===== src/rtl/adder_pkg.sv =====
// Shared types and helpers for the pipelined add/subtract unit.
// Provides the flag bundle and the carry-segment sizing functions.
package adder_pkg;

  typedef struct packed {
    logic cout;
    logic ovf;
    logic zero;
    logic neg;
  } adder_flags_t;

  function automatic int seg_width(
    input int width,
    input int stages
  );
    return width / stages;
  endfunction

  function automatic bit seg_fits(
    input int width,
    input int stages
  );
    return (stages > 0) && (width >= 2)
      && ((width % stages) == 0);
  endfunction

endpackage


===== src/rtl/adder_seg.sv =====
// One carry segment: SEG-bit combinational ripple add.
// Ports: a, b, cin in; s, cout and c_msb (carry into bit SEG-1) out.
module adder_seg
  import adder_pkg::*;
#(
  parameter int SEG = 8
) (
  input  logic [SEG-1:0] a,
  input  logic [SEG-1:0] b,
  input  logic           cin,
  output logic [SEG-1:0] s,
  output logic           cout,
  output logic           c_msb
);

  logic [SEG:0] c;

  always_comb begin
    c    = '0;
    s    = '0;
    c[0] = cin;
    for (int i = 0; i < SEG; i++) begin
      s[i]   = a[i] ^ b[i] ^ c[i];
      c[i+1] = (a[i] & b[i])
             | (c[i] & (a[i] ^ b[i]));
    end
  end

  assign cout  = c[SEG];
  assign c_msb = c[SEG-1];

endmodule


===== src/rtl/pipe_adder.sv =====
// Pipelined add/subtract, carry chain split into STAGES segments.
// Ports: clk, rst, in_valid/in_ready, a, b, sub, cin,
//        out_valid/out_ready, sum, cout, ovf, zero, neg.
module pipe_adder
  import adder_pkg::*;
#(
  parameter int WIDTH  = 32,
  parameter int STAGES = 4
) (
  input  logic             clk,
  input  logic             rst,
  input  logic             in_valid,
  output logic             in_ready,
  input  logic [WIDTH-1:0] a,
  input  logic [WIDTH-1:0] b,
  input  logic             sub,
  input  logic             cin,
  output logic             out_valid,
  input  logic             out_ready,
  output logic [WIDTH-1:0] sum,
  output logic             cout,
  output logic             ovf,
  output logic             zero,
  output logic             neg
);

  localparam int SEG = seg_width(WIDTH, STAGES);

  if (!seg_fits(WIDTH, STAGES)) begin : g_bad
    $error("pipe_adder: WIDTH must be >= 2 and a multiple of STAGES");
  end

  logic             stall;
  logic             accept;
  logic [WIDTH-1:0] b_eff;
  logic             c0;

  // a - b - cin == a + ~b + (1 - cin)
  assign stall    = out_valid & ~out_ready;
  assign in_ready = ~stall;
  assign accept   = in_valid & in_ready;
  assign b_eff    = sub ? ~b : b;
  assign c0       = sub ^ cin;

  for (genvar k = 0; k < STAGES; k++) begin : g_st
    // LW: operand bits still pending at this stage's input.
    // AW: sum bits complete after this stage.
    localparam int LW = WIDTH - k * SEG;
    localparam int AW = (k + 1) * SEG;

    logic [LW-1:0]  op_a;
    logic [LW-1:0]  op_b;
    logic           op_c;
    logic           op_v;
    logic [SEG-1:0] seg_s;
    logic           seg_co;
    logic           seg_cm;
    logic [AW-1:0]  acc;
    logic           v_q;
    logic [AW-1:0]  s_q;

    adder_seg #(
      .SEG (SEG)
    ) u_seg (
      .a     (op_a[SEG-1:0]),
      .b     (op_b[SEG-1:0]),
      .cin   (op_c),
      .s     (seg_s),
      .cout  (seg_co),
      .c_msb (seg_cm)
    );

    if (k == 0) begin : g_head
      assign op_a = a;
      assign op_b = b_eff;
      assign op_c = c0;
      assign op_v = accept;
      assign acc  = seg_s;
    end else begin : g_body
      assign op_a = g_st[k-1].g_fwd.a_q;
      assign op_b = g_st[k-1].g_fwd.b_q;
      assign op_c = g_st[k-1].g_fwd.c_q;
      assign op_v = g_st[k-1].v_q;
      assign acc  = {seg_s, g_st[k-1].s_q};
    end

    // Upper operand segments and the running carry ride along.
    if (k < STAGES - 1) begin : g_fwd
      logic [LW-SEG-1:0] a_q;
      logic [LW-SEG-1:0] b_q;
      logic              c_q;
      logic              cm_unused;

      assign cm_unused = seg_cm;

      always_ff @(posedge clk) begin
        if (rst) begin
          a_q <= '0;
          b_q <= '0;
          c_q <= 1'b0;
        end else if (!stall) begin
          a_q <= op_a[LW-1:SEG];
          b_q <= op_b[LW-1:SEG];
          c_q <= seg_co;
        end
      end
    end

    always_ff @(posedge clk) begin
      if (rst) begin
        v_q <= 1'b0;
        s_q <= '0;
      end else if (!stall) begin
        v_q <= op_v;
        s_q <= acc;
      end
    end
  end

  adder_flags_t flags_d;
  adder_flags_t flags_q;

  always_comb begin
    flags_d      = '0;
    flags_d.cout = g_st[STAGES-1].seg_co;
    flags_d.ovf  = g_st[STAGES-1].seg_cm
                 ^ g_st[STAGES-1].seg_co;
    flags_d.zero = (g_st[STAGES-1].acc == '0);
    flags_d.neg  = g_st[STAGES-1].acc[WIDTH-1];
  end

  always_ff @(posedge clk) begin
    if (rst) begin
      flags_q <= '0;
    end else if (!stall) begin
      flags_q <= flags_d;
    end
  end

  assign out_valid = g_st[STAGES-1].v_q;
  assign sum       = g_st[STAGES-1].s_q;
  assign cout      = flags_q.cout;
  assign ovf       = flags_q.ovf;
  assign zero      = flags_q.zero;
  assign neg       = flags_q.neg;

endmodule


===== config.mk =====
export PLATFORM = sky130hd
export DESIGN_NAME = pipe_adder
export DESIGN_NICKNAME = d
export VERILOG_FILES = /design/src/rtl/adder_pkg.sv /design/src/rtl/adder_seg.sv /design/src/rtl/pipe_adder.sv
export SDC_FILE = /design/constraint.sdc
export NUM_CORES = 1
export LEC_CHECK = 0
export CORE_ASPECT_RATIO = 0.6
export CORE_MARGIN = 5
export CORE_UTILIZATION = 49
export DETAILED_ROUTE_END_ITERATION = 10
export GPL_TIMING_DRIVEN = 1
export PLACE_DENSITY_LB_ADDON = 0.15
export SYNTH_ARGS = -nofsm -noshare
export SYNTH_HDL_FRONTEND = slang
export SYNTH_SLANG_ARGS = --single-unit

===== constraint.sdc =====
create_clock -name clk -period 8 [get_ports clk]
set_input_delay 0.8 -clock clk [delete_from_list [all_inputs] [get_ports clk]]
set_output_delay 0.8 -clock clk [all_outputs]
set_load 0.1 [all_outputs]

==> results.json <==
{
  "skew_ns": 0.0150,
  "drt_iter0_drc": 551,
  "drive_gt1_share_pct": 6.78,
  "tightest_slew_ns": 0.995,
  "crit_slowest_cell": "buf_4",
  "p_per_area_nw_per_um2": 233,
  "overflow": 0,
  "grt_pass1_wl_mm": 27.2,
  "p_total_mw": 2.15,
  "clkSinkCount": 186,
  "startpoint": "sub",
  "ctsHoldBuffers": 0,
  "placed_cell_area_um2": 8640,
  "cts_tree": "built",
  "ys_warn_count": 0,
  "cts.path.max_buffers": 2,
  "routed_wl_mm": 16.6,
  "grtUsageTotal_pct": 18.5,
  "fp-row-count": 35,
  "worstSetupPathType": "in -> reg",
  "netlist_instances": 880,
  "rsz0062_at_grt": "false",
  "drc": 0,
  "critPathCapture": "g_st[0].s_q[7]",
  "synth_seq_area_share_pct": 48.6,
  "clk_pin_slew_ns": 0.07,
  "r2r_setup_slack_ns": 3.85,
  "synth_cell_types": 24,
  "die_h_um": 107,
  "finalCriticalPeriod_ns": 4.53,
  "finalSetupViolations": 0,
  "hpwl_mm": 11.0,
  "vias": 5721,
  "post-route-util_pct": 60.2,
  "report.final.slew_viol_count": 0,
  "tns_ns": 0,
  "first_pass_iters": 5,
  "crit_top_cell": "fa_1",
  "p_leak_nw": 3.49,
  "dieArea_um2": 18300,
  "numCtsBuffers": 17,
  "fin_cells": 1161,
  "max_freq_mhz": 221,
  "antenna_found_initial": 0,
  "reg2regPathDepth": 14,
  "cts_root_buf": "clkbuf_16",
  "antenna_cells": 0,
  "syn_nets": 982,
  "die_w_um": 171,
  "crit_path_end_kind": "flip-flop",
  "grt_pass1_vias": 5261,
  "fill_cells": 1426,
  "grt_max_degree": 117,
  "wl_per_cell_um": 14.3,
  "fin_nets": 1047,
  "worstSetupStartpointType": "primary input",
  "syn_avg_cell_area_um2": 8.71,
  "hold_path_class": "reg -> reg",
  "worstPathRequired_ns": 8.27,
  "peakVddDrop_mv": 0.147,
  "num_io_pins": 108,
  "port_buffers": 107,
  "status": "finished clean",
  "post-route-period-util_pct": 56.6,
  "cts_resized": 0,
  "coreArea_um2": 15300,
  "postLayoutCellArea_um2": 9220,
  "clk_latency_ns": 0.42,
  "synthToLayoutAreaGrowth_pct": 20.3,
  "hold_viol_final": 0,
  "cts_setup_buffers": 0,
  "vias_per_cell": 4.93,
  "dp.cells": 1129,
  "synthesis.area_um2": 7670,
  "max_stage_delay_ns": 0.45,
  "path_cells": "buf_2 -> buf_4 -> xnor2_1 -> fa_1 -> inv_1 -> fa_1 -> inv_1 -> fa_1 -> fa_1 -> fa_1 -> fa_1 -> fa_1 -> inv_1 -> fa_1 -> nand2_1 -> a21oi_1",
  "max_slew_margin_pct": 33.5,
  "start_util_pct": 50.0,
  "max-cap-violations": 0,
  "ys_seq_elements": 186,
  "r2r_start": "g_st[2].g_fwd.a_q[0]",
  "crit_fanout": 33,
  "regToRegEndpoint": "zero",
  "gp_congestion": 0.781,
  "worstPathArrival_ns": 4.80,
  "ant_nets": 0,
  "h-tree-depth": 4
}
-- worst min-delay path by stage --
| stage | from | endpoint | slack, ns | cells after the start |
|---|---|---|---|---|
| 2_1_floorplan | g_st[0].g_fwd.a_q[1] | g_st[0].g_fwd.a_q[1] | 0.43 | 2 |
| 3_3_place_gp | g_st[1].s_q[8] | g_st[1].s_q[8] | 0.44 | 2 |
| 3_5_place_dp | sum[3] | sum[3] | 0.44 | 2 |
| 4_1_cts | sum[0] | sum[0] | 0.45 | 2 |
| 5_1_grt | g_st[0].g_fwd.a_q[19] | g_st[0].g_fwd.a_q[19] | 0.47 | 2 |
| 6_report | sum[0] | sum[0] | 0.45 | 2 |
-- per-stage QoR --
stage,worst slack (ns),hold WS [ns]
2_1_floorplan,3.50,0.432
4_1_cts,3.43,0.453
6_report,3.47,0.452
3_5_place_dp,2.98,0.444
3_3_place_gp,3.08,0.439
5_1_grt,3.20,0.470
-- routing by layer --
| layer | track usage (%) | share of wire [%] |
|---|---|---|
| met5 | 0 | 0 |
| met2 | 22.2 | 38 |
| met1 | 32.0 | 55 |
| met3 | 3.98 | 6.8 |
| met4 | 4.07 | 0.36 |
-- registers in the layout (all words and copies together), names as in the netlist, 3 cells and up --
register	flops
g_st.s_q	48
g_st.g_fwd.c_q	3
g_st.g_fwd.a_q	48
sum	32
g_st.g_fwd.b_q	48
g_st.v_q	3
-- layout make-up --
type                            instances  area [µm²]  area share [%]
Timing Repair Buffer                  113        1110            12.1
Clock inverter                         13         154            1.67
Sequential cell                       186        3720            40.4
Tap cell                              203         254            2.75
Inverter                               31         121            1.32
Clock buffer                           19         433            4.69
Multi-Input combinational cell        596        3430            37.1
-- cells by family (layout without fill, tap and decap cells) --
| family | after synthesis | count (layout) | share of synthesized area [%] |
|---|---|---|---|
| DFF | 186 | 186 | 48.6 |
| xor gates and xnor gates | 34 | 34 | 3.88 |
| and+or+nand+nor | 345 | 345 | 17.4 |
| adders and majority gates | 32 | 32 | 8.36 |
| AOI/OAI and AO/OA | 185 | 185 | 15.0 |
| buffers and inverters | 98 | 176 | 6.76 |
-- cells in the mapped netlist --
| master | instances | area, µm² |
|---|---|---|
| nand3b_1 | 1 | 7.51 |
| buf_6 | 6 | 67.6 |
| nor2b_4 | 1 | 13.8 |
| nor4_1 | 6 | 37.5 |
| clkbuf_4 | 2 | 15.0 |
| nand4_1 | 1 | 6.26 |
| buf_4 | 20 | 150 |
| inv_1 | 30 | 113 |
| nand3_1 | 2 | 10.0 |
| dfxtp_1 | 186 | 3720 |
| nor2_1 | 42 | 158 |
| a211oi_2 | 25 | 313 |
| buf_2 | 16 | 80.1 |
| a21oi_1 | 145 | 726 |
| nor4bb_1 | 1 | 10.0 |
| o31ai_1 | 1 | 7.51 |
| xor2_1 | 4 | 35.0 |
| nand2_1 | 290 | 1090 |
| a211oi_1 | 14 | 105 |
| inv_4 | 1 | 6.26 |
| fa_1 | 32 | 641 |
| clkbuf_1 | 23 | 86.3 |
| xnor2_1 | 30 | 263 |
| nor3_1 | 1 | 5.00 |
-- power breakdown --
group          internal (mW)  switching (mW)  leakage [nW]
clock network          0.470           0.370         0.286
logic                  0.114           0.164          1.68
registers              0.989          0.0395          1.53
total                   1.57           0.573          3.49
-- worst max-delay path: cells and delay by family --
family                   cells  cell delay, ns
adder cells (fa/ha/maj)      8            2.93
buffers and inverters        5            0.73
XOR/XNOR                     1            0.18
AND/OR/NAND/NOR              1            0.07
AO/OA/AOI/OAI                1            0.07
-- cells in the final DEF, fill, tap and decap left out, drive strengths merged, types with 2 or more instances in the layout --
master | synthesis | layout
nand2 | 290 | 290
dfxtp | 186 | 186
a21oi | 145 | 145
clkdlybuf4s50 | 0 | 105
nor2 | 42 | 42
a211oi | 39 | 39
inv | 31 | 38
fa | 32 | 32
xnor2 | 30 | 30
clkbuf | 25 | 19
buf | 42 | 8
nor4 | 6 | 6
xor2 | 4 | 4
clkinv | 0 | 3
nand3 | 2 | 2
bufinv | 0 | 2
Note: power is estimated with default switching activity, not from simulation.
